<file path="config.mk">
export PLATFORM = sky130hd
export DESIGN_NAME = seg7_reader
export DESIGN_NICKNAME = d
export VERILOG_FILES = /design/src/rtl/seg7_reader.sv
export SDC_FILE = /design/constraint.sdc
export NUM_CORES = 1
export LEC_CHECK = 0
export BUFFER_PORTS_ARGS = -buffer_cell sky130_fd_sc_hd__buf_4
export CAP_MARGIN = 20
export CELL_PAD_IN_SITES_DETAIL_PLACEMENT = 1
export CELL_PAD_IN_SITES_GLOBAL_PLACEMENT = 1
export CORE_MARGIN = 2
export CORE_UTILIZATION = 50
export CTS_CLUSTER_SIZE = 10
export DETAILED_ROUTE_END_ITERATION = 6
export GPL_TIMING_DRIVEN = 0
export PLACE_DENSITY = 0.89
export SLEW_MARGIN = 0
export SYNTH_ARGS = -nofsm -noshare
export SYNTH_HDL_FRONTEND = slang
export SYNTH_SLANG_ARGS = --single-unit
</file>
<file path="constraint.sdc">
create_clock -name clk -period 6.6 [get_ports clk]
set_input_delay 0 -clock clk [delete_from_list [all_inputs] [get_ports clk]]
set_output_delay 0 -clock clk [all_outputs]
set_load 0.01 [all_outputs]
</file>
<file path="src/rtl/seg7_reader.sv">
// Reads a multiplexed, active-low 7-segment hex display and rebuilds the 4-digit value.
// A digit is captured once after it has been held steady; a full set of four digits commits a frame.
module seg7_reader #(
  parameter int STABLE_CYC = 2
) (
  input  logic        clk,
  input  logic        rst,
  input  logic        A,
  input  logic        B,
  input  logic        C,
  input  logic        D,
  input  logic        E,
  input  logic        F,
  input  logic        G,
  input  logic [3:0]  AN,
  output logic [15:0] VALUE,
  output logic        VALID,
  output logic        ERR,
  output logic [3:0]  SEEN
);

  localparam logic [3:0] STABLE = 4'(STABLE_CYC);

  typedef enum logic [1:0] {IDLE, COLLECT, COMMIT} state_t;

  state_t      state_reg, state_next;
  logic [10:0] sample_reg;
  logic [10:0] sample_next;
  logic [3:0]  cnt_reg, cnt_next;
  logic [3:0]  seen_reg, seen_next;
  logic [15:0] value_reg, value_next;
  logic        err_reg, err_next;
  logic [3:0]  slot_reg [4];
  logic [3:0]  slot_next [4];

  logic        same;
  logic        an_ok;
  logic [1:0]  digit_idx;
  logic        dec_ok;
  logic [3:0]  nibble;
  logic        capture;
  logic        wr_en;

  assign sample_next = {AN, A, B, C, D, E, F, G};

  // Digit select must be exactly one low bit; anything else is a blanking/transition sample.
  always_comb begin
    an_ok     = 1'b1;
    digit_idx = 2'd0;
    case (sample_reg[10:7])
      4'b1110: digit_idx = 2'd0;
      4'b1101: digit_idx = 2'd1;
      4'b1011: digit_idx = 2'd2;
      4'b0111: digit_idx = 2'd3;
      default: an_ok = 1'b0;
    endcase
  end

  always_comb begin
    dec_ok = 1'b1;
    nibble = 4'h0;
    case (sample_reg[6:0])
      7'h01: nibble = 4'h0;
      7'h4F: nibble = 4'h1;
      7'h12: nibble = 4'h2;
      7'h06: nibble = 4'h3;
      7'h4C: nibble = 4'h4;
      7'h24: nibble = 4'h5;
      7'h20: nibble = 4'h6;
      7'h0F: nibble = 4'h7;
      7'h00: nibble = 4'h8;
      7'h04: nibble = 4'h9;
      7'h08: nibble = 4'hA;
      7'h60: nibble = 4'hB;
      7'h31: nibble = 4'hC;
      7'h42: nibble = 4'hD;
      7'h30: nibble = 4'hE;
      7'h38: nibble = 4'hF;
      default: dec_ok = 1'b0;
    endcase
  end

  // The counter passes STABLE exactly once per steady period because it saturates at 15.
  always_comb begin
    same     = (sample_next == sample_reg);
    cnt_next = 4'd0;
    if (same && an_ok)
      cnt_next = (cnt_reg == 4'hF) ? cnt_reg : cnt_reg + 4'd1;
    capture  = same && an_ok && (cnt_reg == STABLE - 4'd1);
    wr_en    = capture && dec_ok;
    err_next = capture && !dec_ok;
  end

  generate
    for (genvar gi = 0; gi < 4; gi++) begin : g_slot
      always_comb begin
        slot_next[gi] = slot_reg[gi];
        if (wr_en && digit_idx == 2'(gi))
          slot_next[gi] = nibble;
      end
    end
  endgenerate

  always_comb begin
    seen_next  = seen_reg;
    value_next = value_reg;
    state_next = state_reg;
    if (wr_en)
      seen_next = seen_reg | (4'b0001 << digit_idx);
    if (seen_next == 4'b1111) begin
      value_next = {slot_next[3], slot_next[2], slot_next[1], slot_next[0]};
      seen_next  = 4'b0000;
      state_next = COMMIT;
    end else if (seen_next != 4'b0000) begin
      state_next = COLLECT;
    end else begin
      state_next = IDLE;
    end
  end

  always_ff @(posedge clk or posedge rst) begin
    if (rst) begin
      state_reg  <= IDLE;
      sample_reg <= '1;
      cnt_reg    <= 4'd0;
      seen_reg   <= 4'b0000;
      value_reg  <= 16'h0000;
      err_reg    <= 1'b0;
      for (int i = 0; i < 4; i++)
        slot_reg[i] <= 4'h0;
    end else begin
      state_reg  <= state_next;
      sample_reg <= sample_next;
      cnt_reg    <= cnt_next;
      seen_reg   <= seen_next;
      value_reg  <= value_next;
      err_reg    <= err_next;
      for (int i = 0; i < 4; i++)
        slot_reg[i] <= slot_next[i];
    end
  end

  assign VALUE = value_reg;
  assign VALID = (state_reg == COMMIT);
  assign ERR   = err_reg;
  assign SEEN  = seen_reg;

endmodule

</file>
==> summary.md, run 1 <==
| Metric | Value |
|---|---|
| Maximum VDD drop | `0.1110 mV` |
| WP buf/inv | `2` |
| Measured slew at the worst slew-check pin | `0.6144 ns` |
| Post-Syn Area | `0.002688 sq mm` |
| Initial DRC count | `69` |
| Pin count of the biggest net entering global routing | `43` |
| Relative max-transition margin | `59.04%` |
| Seq cells post-synth | `54` |
| Most common cell in the netlist | `dfrtp_1` |
| Vias in the first global route | `2,205` |
| Deepest clock path buffer count | `2` |
| Clk sinks | `54` |
| Most used cell, CP | `nand4_1` |
| CP Max Fanout | `10` |
| Detailed placement HPWL | `4794 microns` |
| YS warnings | `0` |
| Initial Util | `52.29%` |
| Period utilisation layout | `54.13%` |
| Critical Path Start Type | `register` |
| Tmin final | `3.573 ns` |
| Leakage | `1.495 nW` |
| Post-DRT Antenna Nets | `0` |
| First-pass iteration count of the detailed router | `4` |
| CP required | `6.81 ns` |
| Initial antenna violation count | `0` |
| Crit. End Element | `register` |
| Pwr/cell area | `194.7 mW/mm^2` |
| CTS tree | `done` |
| Global-route met2 utilization | `47.91%` |
| Top cell type's share of synthesized area | `40.04%` |
| CP delay by family, top | `simple AND/OR/NAND/NOR gates` |
| NumNets Final | `287` |
| Layout cell share with drive strength beyond 1 | `32.60%` |
| Clock transition at path regs | `0.11 ns` |
| Post-CTS Setup Inserts | `0` |
| First-pass GRT wire length | `11,990 microns` |
| Residual DRC count | `0` |
| M1 GR Usage | `31.17%` |
| Critical Path Slowest Stage Cell | `dfstp_2` |
| Area growth, synth to finish | `22.30%` |
| ANT cells | `0` |
| Tot GR Track Use | `26.45%` |
| Crit path cell chain | `buf_1, xnor2_1, nand4_1, nor2_1, nand4_1, o41a_1, nor4_4, buf_6, mux2_4` |
| Skew-Pair Late Insertion Delay | `0.31 ns` |
| Die area | `0.005978 sq mm` |
| Slowest Stage Delay on Critical Path | `0.58 ns` |
| Outcome | `finished clean` |
| Final Slew Violations | `0` |
| Chip width | `77.32 microns` |
| Worst EP arrival | `3.78 ns` |
| # setup viols final | `0` |
| Max Fclk | `279.9 MHz` |
| Vias/cell | `5.767` |
| Core ar. | `0.005140 sq mm` |
| Hold Fails Final Rpt | `0` |
| Io pins | `35` |
| Met3 usage | `4.588%` |
| Skew final | `0.007605 ns` |
| Largest area contributor in the netlist | `dfrtp_1` |
| Average wire per standard cell | `20.87 microns` |
| Via total after detailed routing | `1,978` |
| Num CTS Buffers | `5` |
| Number of max-cap violations | `0` |
| Util after Layout | `63.95%` |
| Final Worst Setup Slack | `3.027 ns` |
| Seq/Total Area, Yosys | `50.79%` |
| EDFF count, synth | `0` |
| Mean Syn Cell Area | `12.33 sq um` |
| Routability cong. | `0.8585` |
| Mapped Nets | `233` |
| CTS H-tree depth | `2` |
| Cells after Synth | `218` |
| Ys async rst share | `100.0%` |
| Row cnt | `26` |
| GRT overflow | `0` |
| Setup WS pre-CTS | `3.135 ns` |
| Port Buffers | `34` |
| Synth area leaders | `dfrtp_1 40%, dfstp_2 11%, mux2_4 9.5%, mux2_1 5.0%, xnor2_1 3.6%` |
| Hold Crit Class | `in -> async` |
| Ys flop type | `dfrtp_1` |
| RSZ-0062 raised after global routing | `false` |
| TNS Setup | `0 ns` |
| Drt total wl | `7159 microns` |
| Height of the die | `77.32 microns` |
| Top Usage Layer GRT | `met2` |
| Crit path kind | `reg -> reg` |
| Post-synth top cells | `43 x dfrtp_1, 18 x nor2_1, 17 x mux2_4` |
| Synth unique cells | `53` |
| CTS root buf | `clkbuf_8` |
## through the flow
step | hold WS, ns | std cells | power [mW] | area (sq um)
2_1_floorplan | 0.004478 | 218 | 0.3815 | 2688
3_3_place_gp | 0.1233 | 322 | 0.3974 | 3030
3_5_place_dp | -0.01478 | 323 | 0.4017 | 3050
4_1_cts | 0.2154 | 343 | 0.6424 | 3287
5_1_grt | 0.2103 | 343 | 0.6629 | 3287
6_report | 0.1967 | 343 | 0.6400 | 3287
## worst reg2reg max path, stage by stage, from the launching register on
cell     delay [ns]
dfstp_2        0.58
buf_1          0.49
xnor2_1        0.21
nand4_1        0.13
nor2_1         0.11
nand4_1        0.31
o41a_1         0.58
nor4_4         0.48
buf_6          0.25
mux2_4         0.33
## cell type report
class                           instances  area, sq um
Inverter                                3        11.26
Clock buffer                            5        68.82
Fill cell                             547         1853
Timing Repair Buffer                   47        395.4
Sequential cell                        54         1365
Buffer                                 11        75.07
Tap cell                               70        87.58
Clock inverter                          3        47.55
Multi-Input combinational cell        150         1236
## cells in the final DEF, fill, tap and decap left out, types with 5 or more instances in the layout
| cell type | count |
|---|---|
| nand3_1 | 5 |
| nor2_1 | 18 |
| buf_4 | 34 |
| nand4_1 | 7 |
| clkbuf_8 | 5 |
| mux2_4 | 17 |
| nor2b_1 | 6 |
| mux2_1 | 12 |
| dfstp_2 | 11 |
| nor3_1 | 5 |
| nand2_1 | 11 |
| dlygate4sd3_1 | 12 |
| dfrtp_1 | 43 |
| xnor2_1 | 11 |
## report_power, final
part | internal, mW | leakage, nW | total [mW] | switching, mW
combinational | 0.0265 | 0.729 | 0.0612 | 0.0347
sequential | 0.337 | 0.706 | 0.342 | 0.00522
clock | 0.116 | 0.0591 | 0.236 | 0.120
total | 0.480 | 1.49 | 0.640 | 0.160
## cells by family (layout without fill, tap and decap cells)
kind of cell / after synthesis / after routing / synth area share (%)
flops: 54 / 54 / 50.79
fa+ha+maj: 2 / 2 / 0.9309
compound gates: 24 / 24 / 7.449
simple gates: 76 / 76 / 16.57
buf+inv: 14 / 69 / 3.212
xor+xnor: 15 / 15 / 4.888
mux: 33 / 33 / 16.15
## final timing paths
path	slack (ns)	depth (start not counted)	startpoint	to
worst max-delay path	3.03	9	sample_reg[0]	VALUE[11]
worst min-delay path	0.20	3	rst	ERR
worst max register to register	3.03	9	sample_reg[0]	VALUE[11]
worst min register to register	0.50	1	slot_reg[2]	slot_reg[2]
max in group asynchronous	5.84	4	rst	sample_reg[7]
min in group clk	0.35	2	D	sample_reg[3]
## per-layer routing
layer	wire length [microns]	share of wire [%]
met2	3812	53
met1	2950	41
met5	0	0
met4	184	2.6
met3	212	3.0
## timing repair
item,in CTS,in global routing
endpoints found under the hold margin,63,0
endpoints found under the setup margin,0,0
hold buffers,12,0
gates resized for setup,0,0
(Power assumes the default switching activity.)
==> run 2: changes to the inputs <==
Settings changed: CORE_UTILIZATION 50 to 46, PLACE_DENSITY 0.89 to 0.84.
Clock period 6.6 ns to 3.3 ns, I/O delays scaled along.
==> summary.md, run 2 (same netlist as run 1, synthesis figures left out) <==
| Metric | Value |
|---|---|
| Hold Slack | `0.2138 ns (was 0.1967 ns)` |
| Commonest non-fill, non-tap cell in the layout | `dfrtp_1 (unchanged)` |
| Capturing point of the worst reg2reg path | `VALUE[7] (was VALUE[11])` |
| Util after Layout | `59.01% (was 63.95%)` |
| Final Slew Violations | `0 (unchanged)` |
| Period utilisation layout | `97.34% (was 54.13%)` |
| Max Fclk | `311.3 MHz (was 279.9 MHz)` |
| Deepest clock path buffer count | `2 (unchanged)` |
| Crit path cell chain | `or3b_4, a2111oi_4, a311oi_2, and3_4, o41a_1, nor4_4, buf_6, mux2_4 (was buf_1, xnor2_1, nand4_1, nor2_1, nand4_1, o41a_1, nor4_4, buf_6, mux2_4)` |
| Port Buffers | `34 (unchanged)` |
| Reg2reg path depth | `8 (was 9)` |
| Clock Power Share | `33.0% (was 36.9%)` |
| Average wire per standard cell | `18.25 microns (was 20.87 microns)` |
| First-pass iteration count of the detailed router | `4 (unchanged)` |
| Chip width | `80.44 microns (was 77.32 microns)` |
| Drt total wl | `6332 microns (was 7159 microns)` |
| Vias/cell | `5.573 (was 5.767)` |
| Tot GR Track Use | `21.60% (was 26.45%)` |
| Routability cong. | `0.8083 (was 0.8585)` |
| Io pins | `35 (unchanged)` |
| CTS tree | `done (unchanged)` |
| Measured slew at the worst slew-check pin | `0.4772 ns (was 0.6144 ns)` |
| Pwr/cell area | `365.0 mW/mm^2 (was 194.7 mW/mm^2)` |
| Detailed placement HPWL | `4378 microns (was 4794 microns)` |
| Fill cells | `575 (was 547)` |
| Hold Crit Class | `in -> async (unchanged)` |
| Via total after detailed routing | `1,934 (was 1,978)` |
| Worst r2r src | `sample_reg[2] (was sample_reg[0])` |
| NumNets Final | `289 (was 287)` |
| Flop2flop setup slack | `0.09 ns (was 3.03 ns)` |
| Hold Fails Final Rpt | `0 (unchanged)` |
| Pin count of the biggest net entering global routing | `41 (was 43)` |
| Skew final | `0.008472 ns (was 0.007605 ns)` |
| Num CTS Buffers | `5 (unchanged)` |
| Initial antenna violation count | `0 (unchanged)` |
| CTS root buf | `clkbuf_8 (unchanged)` |
| Number of max-cap violations | `0 (unchanged)` |
| Critical Path Start Type | `register (unchanged)` |
| Critical Path Slowest Stage Cell | `dfstp_2 (unchanged)` |
| CP required | `3.50 ns (was 6.81 ns)` |
| Clock transition at path regs | `0.10 ns (was 0.11 ns)` |
| Crit. End Element | `register (unchanged)` |
| Height of the die | `80.44 microns (was 77.32 microns)` |
| WP buf/inv | `1 (was 2)` |
| Switching pwr | `313.8 uW (was 160.3 uW)` |
| CP delay by family, top | `simple AND/OR/NAND/NOR gates (unchanged)` |
| Row cnt | `27 (was 26)` |
| Vias in the first global route | `2,111 (was 2,205)` |
| Post-DRT Antenna Nets | `0 (unchanged)` |
| Register area | `0.001365 sq mm (unchanged)` |
| Footprint of the multi-input gates | `0.001236 sq mm (unchanged)` |
| Crit path kind | `reg -> reg (unchanged)` |
| Area growth, synth to finish | `22.39% (was 22.30%)` |
| Tmin final | `3.212 ns (was 3.573 ns)` |
| Leakage | `1.505 nW (was 1.495 nW)` |
| Residual DRC count | `0 (unchanged)` |
| Initial DRC count | `124 (was 69)` |
| CP Max Fanout | `10 (unchanged)` |
| GRT overflow | `0 (unchanged)` |
| Switching Fraction | `26.14% (was 25.05%)` |
| # setup viols final | `0 (unchanged)` |
| Skew-Pair Late Insertion Delay | `0.31 ns (about the same)` |
| Gate power share | `10.1% (was 9.6%)` |
| Maximum VDD drop | `0.2142 mV (was 0.1110 mV)` |
| TNS Setup | `0 ns (unchanged)` |
| Die area | `0.006470 sq mm (was 0.005978 sq mm)` |
| Layout cell share with drive strength beyond 1 | `34.18% (was 32.60%)` |
| Initial Util | `48.22% (was 52.29%)` |
| First-pass GRT wire length | `10,670 microns (was 11,990 microns)` |
| CTS H-tree depth | `2 (unchanged)` |
| Sequential Power Share | `56.9% (was 53.5%)` |
| Core ar. | `0.005574 sq mm (was 0.005140 sq mm)` |
| Internal Power | `886.9 uW (was 479.6 uW)` |
| Relative max-transition margin | `68.11% (was 59.04%)` |
| Most frequent cells in the layout | `43 x dfrtp_1, 36 x buf_4, 18 x nor2_1 (was 43 x dfrtp_1, 34 x buf_4, 18 x nor2_1)` |
| ANT cells | `0 (unchanged)` |
| Outcome | `finished clean (unchanged)` |
| Slowest Stage Delay on Critical Path | `0.61 ns (was 0.58 ns)` |
| Worst EP arrival | `3.41 ns (was 3.78 ns)` |
| Clk sinks | `54 (unchanged)` |
-- run 2: worst reg2reg max path, cell delays in order (launching register included) --
cell and delay [ns]:
dfstp_2 0.61, or3b_4 0.41, a2111oi_4 0.40, a311oi_2 0.09, and3_4 0.21, o41a_1 0.43
nor4_4 0.38, buf_6 0.24, mux2_4 0.32
-- run 2: worst max-delay path by stage --
stage,startpoint,to,depth (start not counted)
after global routing,sample_reg[2],VALUE[7],8
after detailed placement,sample_reg[0],VALUE[11],9
final,sample_reg[2],VALUE[7],8
after CTS,sample_reg[3],VALUE[7],9
after global placement,sample_reg[0],VALUE[9],9
after floorplan,sample_reg[2],VALUE[10],8
-- run 2: layout make-up --
class / count / area share (%)
sequential: 54 / 41.50
clock buffer: 5 / 2.092
multi-input combinational: 150 / 37.58
buffer: 11 / 2.396
tap: 72 / 2.739
timing repair buffer: 49 / 12.48
clock inverter: 3 / 0.8749
inverter: 3 / 0.3423
-- run 2: repair_timing --
action	CTS	global route
endpoints found under the setup margin	16	12
setup buffers	0	2
resized for setup	2	2
pin swaps	1	2
hold buffers	12	0
hold endpoints to repair	65	0
-- run 2: power by group through the flow --
stage | clock, mW | combinational, mW | sequential [mW]
floorplan | 0 | 0.0704 | 0.693
global placement | 0 | 0.100 | 0.695
detailed placement | 0 | 0.106 | 0.695
CTS | 0.413 | 0.119 | 0.683
global route | 0.435 | 0.133 | 0.685
finish | 0.396 | 0.121 | 0.684
-- run 2: layer usage --
layer  GRT usage, %  share of wire [%]  vias up
li1               -                  -      899
met1          28.03                 43      967
met2          37.08                 51       58
met3          4.157                4.7       10
met4          5.424                1.2        0
met5              0                  0        -
-- run 2: per-stage QoR --
step                      area [sq um]  std cells  power [mW]  worst slack, ns
final                             3289        347       1.201          0.08775
after global placement            3033        324      0.7954         -0.05017
after detailed placement          3053        325      0.8019          -0.1721
after global routing              3289        347       1.254        -0.001734
after CTS                         3273        345       1.215           0.1112
after floorplan                   2688        218      0.7630           0.3456
==> run 3: changes to the inputs <==
Settings changed: CORE_MARGIN 2 to default.
==> summary.md, run 3 (same netlist as run 1, synthesis figures left out) <==
| Metric | Value |
|---|---|
| Outcome | `finished clean (unchanged)` |
| Drt total wl | `6299 microns (was 6332 microns)` |
| Crit path kind | `reg -> reg (unchanged)` |
| Hold Crit Class | `in -> async (unchanged)` |
| Capturing point of the worst reg2reg path | `VALUE[12] (was VALUE[7])` |
| Critical Path Start Type | `register (unchanged)` |
| Pwr/cell area | `360.0 mW/mm^2 (was 365.0 mW/mm^2)` |
| CP Max Fanout | `10 (unchanged)` |
| Initial DRC count | `97 (was 124)` |
| Vias/cell | `5.486 (was 5.573)` |
| Skew-Pair Late Insertion Delay | `0.31 ns (about the same)` |
| Num CTS Buffers | `5 (unchanged)` |
| First-pass GRT wire length | `10,580 microns (was 10,670 microns)` |
| Util after Layout | `58.68% (was 59.01%)` |
| Via total after detailed routing | `1,898 (was 1,934)` |
| Worst EP arrival | `3.30 ns (was 3.41 ns)` |
| Slowest Stage Delay on Critical Path | `0.59 ns (was 0.61 ns)` |
| Initial antenna violation count | `0 (unchanged)` |
| GRT overflow | `0 (unchanged)` |
| RSZ-0062 raised after global routing | `false` |
| Reg2reg path depth | `8 (unchanged)` |
| Hold Fails Final Rpt | `0 (unchanged)` |
| Final Slew Violations | `0 (unchanged)` |
| Tmin final | `3.105 ns (was 3.212 ns)` |
| Commonest non-fill, non-tap cell in the layout | `dfrtp_1 (unchanged)` |
| Fin area | `0.003271 sq mm (was 0.003289 sq mm)` |
| Clock Power Share | `31.8% (was 33.0%)` |
| Deepest clock path buffer count | `2 (unchanged)` |
| Vias in the first global route | `2,095 (was 2,111)` |
| Gate power share | `10.1% (about the same)` |
| Detailed placement HPWL | `4331 microns (was 4378 microns)` |
| Leakage | `1.494 nW (was 1.505 nW)` |
| # setup viols final | `0 (unchanged)` |
| Clk sinks | `54 (unchanged)` |
| Port Buffers | `34 (unchanged)` |
| Critical Path Slowest Stage Cell | `dfstp_2 (unchanged)` |
| Core ar. | `0.005574 sq mm (unchanged)` |
| NumNets Final | `288 (was 289)` |
| Maximum VDD drop | `0.2103 mV (was 0.2142 mV)` |
| Finished Layout Cells | `346 (was 347)` |
| CTS root buf | `clkbuf_8 (unchanged)` |
| Initial Util | `48.22% (unchanged)` |
| Post-DRT Antenna Nets | `0 (unchanged)` |
| Skew final | `0.01452 ns (was 0.008472 ns)` |
| First-pass iteration count of the detailed router | `4 (unchanged)` |
| Number of max-cap violations | `0 (unchanged)` |
| CTS tree | `done (unchanged)` |
| Internal Power | `879.6 uW (was 886.9 uW)` |
| Placed inst area | `0.003053 sq mm (unchanged)` |
| Crit. End Element | `register (unchanged)` |
| Layout cell share with drive strength beyond 1 | `33.58% (was 34.18%)` |
| Period utilisation layout | `94.10% (was 97.34%)` |
| Flop2flop setup slack | `0.19 ns (was 0.09 ns)` |
| Area growth, synth to finish | `21.69% (was 22.39%)` |
| Sequential Power Share | `58.1% (was 56.9%)` |
| Max Fclk | `322.0 MHz (was 311.3 MHz)` |
| Inst Count DP | `325 (unchanged)` |
| Height of the die | `78.44 microns (was 80.44 microns)` |
| CP required | `3.50 ns (about the same)` |
| Row cnt | `27 (unchanged)` |
| Residual DRC count | `0 (unchanged)` |
| Tot GR Track Use | `22.38% (was 21.60%)` |
| Switching Fraction | `25.29% (was 26.14%)` |
| Tot Pwr | `1.177 mW (was 1.201 mW)` |
| Worst r2r src | `sample_reg[2] (unchanged)` |
| Average wire per standard cell | `18.21 microns (was 18.25 microns)` |
| Fill cells | `606 (was 575)` |
| ANT cells | `0 (unchanged)` |
| Relative max-transition margin | `68.98% (was 68.11%)` |
| Crit path cell chain | `or3b_4, a2111oi_4, a311oi_2, and3_4, o41a_1, nor4_4, buf_6, mux2_4 (unchanged)` |
| Die area | `0.006152 sq mm (was 0.006470 sq mm)` |
| Most frequent cells in the layout | `43 x dfrtp_1, 35 x buf_4, 18 x nor2_1 (was 43 x dfrtp_1, 36 x buf_4, 18 x nor2_1)` |
| Measured slew at the worst slew-check pin | `0.4642 ns (was 0.4772 ns)` |
| Io pins | `35 (unchanged)` |
| Pin count of the biggest net entering global routing | `40 (was 41)` |
| Switching pwr | `297.8 uW (was 313.8 uW)` |
| Routability cong. | `0.8754 (was 0.8083)` |
| Chip width | `78.44 microns (was 80.44 microns)` |
| Clock transition at path regs | `0.10 ns (about the same)` |
| CTS H-tree depth | `2 (unchanged)` |
[run 3: changes by cell type in the layout (fill, tap and decap cells not counted), sizes merged]
cell    delta
buf        -1
inv        -1
clkbuf     +1
[run 3: repair_timing]
item                                    in CTS  in global routing
gates cloned                                 0                  0
buffers inserted                             0                  1
resized for setup                            2                  2
pin swaps                                    1                  1
endpoints found under the setup margin      15                 14
hold endpoints to repair                    30                  0
hold buffers                                12                  0
[run 3: routing by layer]
metal | vias up | GRT usage [%] | wire, microns | part of all wire, %
met2 | 41 | 38.60 | 3210 | 51
met4 | 0 | 5.741 | 53 | 0.84
met3 | 6 | 4.070 | 188 | 3.0
met5 | - | 0 | 0 | 0
li1 | 888 | - | - | -
met1 | 963 | 28.97 | 2847 | 45
[run 3: worst max-delay path by stage]
stage / depth (start not counted) / slack, ns / endpoint / start
2_1_floorplan: 8 / 0.35 / VALUE[10] / sample_reg[2]
3_3_place_gp: 9 / -0.06 / VALUE[9] / sample_reg[0]
3_5_place_dp: 9 / -0.12 / VALUE[12] / sample_reg[0]
4_1_cts: 9 / 0.04 / VALUE[12] / sample_reg[3]
5_1_grt: 9 / 0.002 / VALUE[12] / sample_reg[3]
6_report: 8 / 0.19 / VALUE[12] / sample_reg[2]
[run 3: per-stage QoR]
stage | hold slack [ns] | setup TNS [ns] | setup WS (ns)
finish | 0.2302 | 0 | 0.1947
global route | 0.2588 | 0 | 0.001520
CTS | 0.2226 | 0 | 0.04393
detailed placement | 0.0004422 | -1.518 | -0.1246
global placement | 0.1236 | -0.6287 | -0.05693
floorplan | 0.004478 | 0 | 0.3456
[run 3: power groups by stage]
stage | sequential, mW | combinational [mW] | clock [mW]
after floorplan | 0.693 | 0.0704 | 0
after global placement | 0.695 | 0.100 | 0
after detailed placement | 0.695 | 0.106 | 0
after CTS | 0.683 | 0.118 | 0.385
after global routing | 0.685 | 0.131 | 0.405
final | 0.684 | 0.119 | 0.375
[run 3: layout make-up]
| class | count | area [sq um] | share of cell area (%) |
|---|---|---|---|
| sequential | 54 | 1365 | 41.74 |
| multi-input combinational | 150 | 1236 | 37.80 |
| timing repair buffer | 48 | 402.9 | 12.32 |
| tap | 72 | 90.09 | 2.754 |
| buffer | 11 | 78.83 | 2.410 |
| clock buffer | 6 | 72.57 | 2.219 |
| clock inverter | 2 | 13.76 | 0.4208 |
| inverter | 3 | 11.26 | 0.3443 |
[run 3: worst max-delay path, delay by kind of cell (launching register included)]
family	cells	cell delay, ns
muxes	1	0.32
AOI/OAI and AO/OA	3	0.89
DFF	1	0.59
and+or+nand+nor	3	0.95
buffers and inverters	1	0.24
